<file path="config.mk">
export PLATFORM = sky130hd
export DESIGN_NAME = eth_line_lb_arbiter_flat
export DESIGN_NICKNAME = d
export VERILOG_FILES = /design/src/rtl/eth_line_lb_arbiter_if.sv /design/src/rtl/eth_line_lb_arbiter.sv /design/src/flat_wrapper.sv
export SDC_FILE = /design/constraint.sdc
export NUM_CORES = 1
export LEC_CHECK = 0
export CAP_MARGIN = 20
export CORE_AREA = 2 2 100 102
export DETAILED_ROUTE_END_ITERATION = 7
export DIE_AREA = 0 0 102 104
export HOLD_SLACK_MARGIN = 0.08
export PLACE_DENSITY = 0.86
export SLEW_MARGIN = 20
export SYNTH_ARGS = -nofsm -noshare
export SYNTH_HDL_FRONTEND = slang
export SYNTH_SLANG_ARGS = --single-unit
</file>
<file path="constraint.sdc">
create_clock -name clk -period 3.15 [get_ports clk]
set_input_delay 0.63 -clock clk [delete_from_list [all_inputs] [get_ports clk]]
set_output_delay 0.63 -clock clk [all_outputs]
set_load 0.01 [all_outputs]
</file>
<file path="src/rtl/eth_line_lb_arbiter_if.sv">
// eth_line_lb_arbiter_if: host, loopback and line-side XGMII stream handshakes
interface eth_line_lb_arbiter_if;
  logic        host_valid;
  logic [71:0] host_data;
  logic        host_ready;
  logic        lb_valid;
  logic [71:0] lb_data;
  logic        lb_ready;
  logic        out_valid;
  logic [71:0] out_data;
  logic        out_ready;
  modport master (
    output host_valid, host_data, lb_valid, lb_data, out_ready,
    input  host_ready, lb_ready, out_valid, out_data
  );
  modport slave (
    input  host_valid, host_data, lb_valid, lb_data, out_ready,
    output host_ready, lb_ready, out_valid, out_data
  );
endinterface

</file>
<file path="src/rtl/eth_line_lb_arbiter.sv">
// eth_line_lb_arbiter: frame-boundary host/loopback XGMII selector with idle gap at each switchover
module eth_line_lb_arbiter #(
  parameter int GAP_WORDS = 2,
  parameter int CNT_W     = 16
) (
  input  logic                 clk,
  input  logic                 reset,
  input  logic                 lb_enable,
  eth_line_lb_arbiter_if.slave bus,
  output logic                 lb_active,
  output logic [CNT_W-1:0]     switch_count,
  output logic [CNT_W-1:0]     host_drop_count
);
  typedef enum logic [2:0] {HOST_IDLE, HOST_FRAME, LB_IDLE, LB_FRAME, GAP} state_t;
  localparam logic [71:0] IDLE = 72'hFF_0707070707070707;
  localparam logic [3:0]  GW   = 4'(GAP_WORDS);
  state_t      state, state_nx;
  logic        gap_lb;
  logic [3:0]  gap_cnt;
  logic        mismatch, sel_lb, idle_st, in_gap, beat, gap_done, tgt, drop_inc;
  logic [71:0] cur;
  function automatic logic is_sop(input logic [71:0] w);
    return w[64] && w[7:0] == 8'hFB;
  endfunction
  function automatic logic is_eop(input logic [71:0] w);
    logic r;
    r = 1'b0;
    for (int i = 0; i < 8; i++) r = r | (w[64+i] && w[8*i +: 8] == 8'hFD);
    return r;
  endfunction
  assign mismatch       = lb_enable != lb_active;
  assign sel_lb         = state == LB_IDLE || state == LB_FRAME;
  assign idle_st        = state == HOST_IDLE || state == LB_IDLE;
  assign in_gap         = state == GAP || (idle_st && mismatch);
  assign cur            = sel_lb ? bus.lb_data : bus.host_data;
  assign bus.out_valid  = in_gap || (sel_lb ? bus.lb_valid : bus.host_valid);
  assign bus.out_data   = in_gap ? IDLE : cur;
  assign bus.host_ready = !in_gap && (sel_lb || bus.out_ready);
  assign bus.lb_ready   = !in_gap && (!sel_lb || bus.out_ready);
  assign beat           = bus.out_valid && bus.out_ready;
  assign tgt            = state == GAP ? gap_lb : lb_enable;
  assign gap_done       = in_gap && beat && (gap_cnt + 4'd1 == GW);
  assign drop_inc       = sel_lb && bus.host_valid && bus.host_ready && is_sop(bus.host_data);
  always_comb begin
    state_nx = state;
    if (in_gap) state_nx = gap_done ? (tgt ? LB_IDLE : HOST_IDLE) : GAP;
    else if (beat && idle_st && is_sop(cur) && !is_eop(cur)) state_nx = sel_lb ? LB_FRAME : HOST_FRAME;
    else if (beat && !idle_st && is_eop(cur)) state_nx = sel_lb ? LB_IDLE : HOST_IDLE;
  end
  always_ff @(posedge clk) begin
    if (reset) begin
      state           <= HOST_IDLE;
      lb_active       <= 1'b0;
      gap_lb          <= 1'b0;
      gap_cnt         <= 4'd0;
      switch_count    <= '0;
      host_drop_count <= '0;
    end else begin
      state <= state_nx;
      if (state != GAP) gap_lb <= lb_enable;
      if (in_gap && beat) gap_cnt <= gap_done ? 4'd0 : gap_cnt + 4'd1;
      if (gap_done) lb_active <= tgt;
      if (gap_done && switch_count != '1) switch_count <= switch_count + CNT_W'(1);
      if (drop_inc && host_drop_count != '1) host_drop_count <= host_drop_count + CNT_W'(1);
    end
  end
endmodule

</file>
<file path="src/flat_wrapper.sv">
// flat-port wrapper written by rule: the top's interface ports become plain ports
module eth_line_lb_arbiter_flat 
#(
  parameter int GAP_WORDS = 2,
  parameter int CNT_W     = 16
)
  (clk, reset, lb_enable, lb_active, switch_count, host_drop_count, bus_host_valid, bus_host_data, bus_lb_valid, bus_lb_data, bus_out_ready, bus_host_ready, bus_lb_ready, bus_out_valid, bus_out_data);
  eth_line_lb_arbiter_if bus_i ();
  input  logic clk;
  input  logic reset;
  input  logic lb_enable;
  output logic lb_active;
  output logic [CNT_W-1:0] switch_count;
  output logic [CNT_W-1:0] host_drop_count;
  input wire logic [$bits(bus_i.host_valid)-1:0] bus_host_valid;
  input wire logic [$bits(bus_i.host_data)-1:0] bus_host_data;
  input wire logic [$bits(bus_i.lb_valid)-1:0] bus_lb_valid;
  input wire logic [$bits(bus_i.lb_data)-1:0] bus_lb_data;
  input wire logic [$bits(bus_i.out_ready)-1:0] bus_out_ready;
  output wire logic [$bits(bus_i.host_ready)-1:0] bus_host_ready;
  output wire logic [$bits(bus_i.lb_ready)-1:0] bus_lb_ready;
  output wire logic [$bits(bus_i.out_valid)-1:0] bus_out_valid;
  output wire logic [$bits(bus_i.out_data)-1:0] bus_out_data;
  assign bus_i.host_valid = bus_host_valid;
  assign bus_i.host_data = bus_host_data;
  assign bus_i.lb_valid = bus_lb_valid;
  assign bus_i.lb_data = bus_lb_data;
  assign bus_i.out_ready = bus_out_ready;
  assign bus_host_ready = bus_i.host_ready;
  assign bus_lb_ready = bus_i.lb_ready;
  assign bus_out_valid = bus_i.out_valid;
  assign bus_out_data = bus_i.out_data;
  eth_line_lb_arbiter #(.GAP_WORDS(GAP_WORDS), .CNT_W(CNT_W)) u_core (.clk(clk), .reset(reset), .lb_enable(lb_enable), .bus(bus_i), .lb_active(lb_active), .switch_count(switch_count), .host_drop_count(host_drop_count));
endmodule
</file>
## Yosys cells after proc, flatten, opt, wreduce, memory -nomap -nowiden

Index checks and enable logic that the tools add are counted.

- $add $sub $neg: 3
- Equal/unequal tests: 18
- Mux-type cells: 12
- Bitwise logic cells: 7
- Reductions and logical operators: 38

Operators by type and width:

| kind | count |
|---|---|
| $mux W72 | 2 |
| $eq A8 B8 Y1 const B | 10 |
| $add A16 B1 Y16 const B | 2 |
| $ne A16 B16 Y1 const B | 2 |
| $logic_and A1 B1 Y1 | 26 |
| $mux W3 | 4 |
| $or A1 B1 Y1 | 7 |
| $eq A3 B2 Y1 const B | 2 |
| $logic_or A1 B1 Y1 | 6 |
| $mux W2 | 3 |
| $add A4 B1 Y4 const B | 1 |
| $eq A4 B2 Y1 const B | 1 |
| $logic_not A1 Y1 | 4 |
| $mux W4 | 1 |
| $eq A3 B3 Y1 const B | 1 |
| $logic_not A3 Y1 | 1 |
| $ne A3 B3 Y1 const B | 1 |
| $reduce_bool A3 Y1 | 1 |
| $mux W1 | 2 |
| $ne A1 B1 Y1 | 1 |

- Bits in registers: 41
- Input port bits: 150
- Output and inout port bits: 108
- Logic and storage cells: 84

## Logic depth before layout (Yosys ltp)

- Depth after elaboration: 16
- Depth in mapped cells: 10
- Mapped depth without buffers: 8

## Least setup slack after synthesis

OpenSTA, ideal clock, no wires.

- Kind: input to output
- Start: input lb_enable
- End: output bus_out_data[0]
- Arrival: 1651 ps
- Required time: 2520 ps
- Setup slack: 869 ps
- Stages: 4
- Buffers on the path: 1
- Cell sequence: xor2_1 > o21ai_1 > clkbuf_1 > nand3_1

- Cells in the longest elaborated chain, start to end: 4

RTL lines:

| item | line | text |
|---|---|---|
| start: declaration | flat_wrapper.sv:11 | `input logic lb_enable;` |
| $ne A1 B1 Y1 | eth_line_lb_arbiter.sv:31 | `assign mismatch = lb_enable != lb_active;` |
| $logic_and A1 B1 Y1 | eth_line_lb_arbiter.sv:34 | `assign in_gap = state == GAP \|\| (idle_st && mismatch);` |
| $logic_or A1 B1 Y1 | eth_line_lb_arbiter.sv:34 |  |
| $mux W72 | eth_line_lb_arbiter.sv:37 | `assign bus.out_data = in_gap ? IDLE : cur;` |
| end: declaration | flat_wrapper.sv:23 | `output wire logic [$bits(bus_i.out_data)-1:0] bus_out_data;` |

Every way passes these cells.

## Worst setup path in the final report

- Start: input lb_enable
- End: output bus_out_data[6]

Same word-level chain as after synthesis.

==> results by group <==
STA
  – Tmin final: 3.11 ns
  – Worst slew pin tran: 0.568 ns
  – Final hold viol count: 0
  – RSZ-0062 raised after global routing: no
  – Final setup vio count: 0
  – Max-slew headroom: 61.9%
  – Final TNS setup: 0 ns
  – Max-slew violations: 0
  – Tcrit/Tclk final: 98.9%
  – Final setup margin: 0.0357 ns
  – Clk_skew: 0.0120 ns
  – Max Freq: 0.321 GHz

Power
  – PwrDens: 265 nW/um2
  – Maximum VDD drop: 263 uV
  – P_leak: 2.44 nW

Setup path
  – Crit. Startpoint: lb_enable
  – Worst R2R End: u_core.state[1]
  – Worst r2r path cells: 9
  – Register-to-register setup slack: 0.36 ns
  – CP startpoint kind: input port
  – Arrival time worst endpoint: 2.48 ns
  – Worst Setup EP: bus_out_data[6]
  – Req. time, crit path: 2.52 ns
  – Reg2reg start: u_core.state[2]
  – Max FO, Critical Path: 26
  – Endpoint class of the critical path: output pin
  – CP Class: input port to output pin

Placed design
  – DP HPWL: 13800 um
  – Placed Area: 6280 um2
  – Number of port buffers: 257
  – Final Wtd Congestion: 1.01
  – Pre-CTS WS: 0.0574 ns

Yosys
  – Top-count cell post-synth: nand2_1
  – Register area share after synthesis: 23.3%
  – Post-Syn Nets: 711
  – Top cells by count, synth: nand2_1, nand3_1, a21oi_1, dfxtp_1, nor2_1
  – Async SR Flop Fraction: 0%
  – Syn avg cell area: 6.33 um2
  – Synth area leader: dfxtp_1
  – Synth Register Bits: 41
  – Cells after synthesis: 557
  – Ys flop type: dfxtp_1
  – Distinct cells, synth: 50
  – Synth top area cells: dfxtp_1, nand2_1, nand3_1, a21oi_1, nor2_1
  – Post-synth EDFFs: 0
  – Yosys warnings: 0
  – Share of the synthesized area in the top cell type: 23.3%
  – Netlist Area Pre-Place: 3530 um2

Cells and area
  – Layout area overhead: 82.9%
  – Layout Nets: 954
  – Diode count: 0
  – Share of cells above drive strength 1: 4.49%
  – Finished Core Util: 67.6%
  – Design area: 6450 um2
  – Number of fill cells in the layout: 832

Die
  – DIE HEIGHT: 104 um
  – Die X: 102 um
  – I/O pins: 258
  – Core Footprint: 9550 um2
  – Initial core utilization: 36.9%
  – Die area: 10600 um2
  – Core Rows: 36

Hold path
  – Hold_sp: u_core.switch_count[2]
  – Hold Crit Class: flop to flop

Routing
  – DRT iter0 DRCs: 356
  – Vias: 5093
  – Final WL: 17700 um
  – Antenna viol nets, final: 0
  – Pre-antenna DRT Iters: 5
  – WL per Instance: 18.9 um
  – Via density: 5.45
  – Residual DRC: 0

CTS
  – Reg clk slew, reported paths: 0.07 ns
  – # hold bufs at CTS: 0
  – Clock net sink count: 41
  – Clk_lat worst skew: 0.30 ns
  – CTS tree: done
  – Clock Path Buffers: 2
  – Clock H-tree levels: 2
  – Num CTS Buffers: 5
  – Root Buffer: clkbuf_8

GRT
  – Global-route wire length before repair: 26700 um
  – Vias in the first global route: 5062
  – Initial antenna violation count: 0
  – GRT overflow: 0
  – GRT Util Overall: 31.7%
  – Maximum number of pins on one net before global-route repair: 81

Job
  – Max cap viols: 0

Run status
  – Status: completed
==> how the worst min path moves through the flow <==
| stage | endpoint | slack (ns) | cells after the start |
|---|---|---|---|
| detailed placement | u_core.gap_lb | 0.49 | 2 |
| global route | u_core.host_drop_count[11] | 0.56 | 2 |
| finish | u_core.switch_count[2] | 0.52 | 2 |
| floorplan | u_core.gap_cnt[1] | 0.47 | 2 |
| global placement | u_core.host_drop_count[10] | 0.48 | 2 |
| CTS | u_core.host_drop_count[11] | 0.52 | 2 |
==> timing repair <==
item,CTS,global route
buffers inserted,0,0
setup endpoints to repair,0,30
endpoints found under the hold margin,0,0
gates resized for setup,0,13
==> critical path: stages <==
cell             delay [ns]
clkdlybuf4s50_1        0.47
xor2_2                 0.22
o21a_2                 0.26
buf_12                 0.17
a21oi_1                0.14
clkdlybuf4s50_1        0.57
==> power by group <==
group,internal (mW),leakage [nW],total [mW],switching (mW)
registers,0.525,0.331,0.537,0.0121
logic,0.379,2.04,0.664,0.284
clock network,0.315,0.0681,0.509,0.194
==> per-layer routing <==
metal,global-route usage (%),vias to the layer above,share of wire [%]
met1,35.4,2373,37
met3,8.67,59,9.6
met5,0,-,0
li1,-,2427,-
met2,54.7,234,48
met4,14.9,0,5.1
==> stage by stage <==
step	hold slack, ns	instances	total power [mW]
after global routing	0.565	934	1.77
after detailed placement	0.494	926	1.20
after floorplan	0.470	557	0.754
after CTS	0.519	934	1.70
after global placement	0.483	926	1.19
final	0.520	934	1.71
==> final cells by class <==
class	count	area [um2]	share of cell area, %
Sequential cell	41	821	12.7
Inverter	9	33.8	0.524
Multi-Input combinational cell	475	2550	39.6
Clock inverter	3	65.1	1.01
Tap cell	133	166	2.58
Timing Repair Buffer	268	2740	42.5
Clock buffer	5	68.8	1.07
==> cell families after synthesis <==
| logic type | count (synthesis) | synth area share (%) |
|---|---|---|
| buffers and inverters | 41 | 5.11 |
| multiplexers | 5 | 1.42 |
| AO/OA/AOI/OAI | 81 | 13.2 |
| AND/OR/NAND/NOR | 363 | 50.2 |
| XOR/XNOR | 22 | 5.46 |
| flip-flops | 41 | 23.3 |
| adder cells (fa/ha/maj) | 4 | 1.42 |
==> registers in the layout (all words and copies together) (netlist names) <==
| name | count |
|---|---|
| u_core.host_drop_count | 16 |
| u_core.lb_active | 1 |
| u_core.gap_cnt | 4 |
| u_core.switch_count | 16 |
| u_core.state | 3 |
| u_core.gap_lb | 1 |
==> layout by cell type (no fill, tap or decap), drive strengths merged, types with 2 or more instances in the layout <==
cell / instances
inv: 9
nand3: 57
nand2b: 2
ha: 4
nor2b: 2
nor4: 19
xor2: 7
and2: 3
a21oi: 56
and4: 3
nand4b: 15
bufinv: 2
o22ai: 2
clkbuf: 5
nor4b: 3
and3: 2
dfxtp: 41
o41ai: 2
nor3b: 3
dlymetal6s2s: 9
mux2i: 5
or3: 9
clkdlybuf4s50: 248
nor2: 39
nand2: 180
buf: 11
nand4: 10
xnor2: 15
nor3: 15
o21ai: 11
No activity file was read; power rests on OpenSTA's default activity.
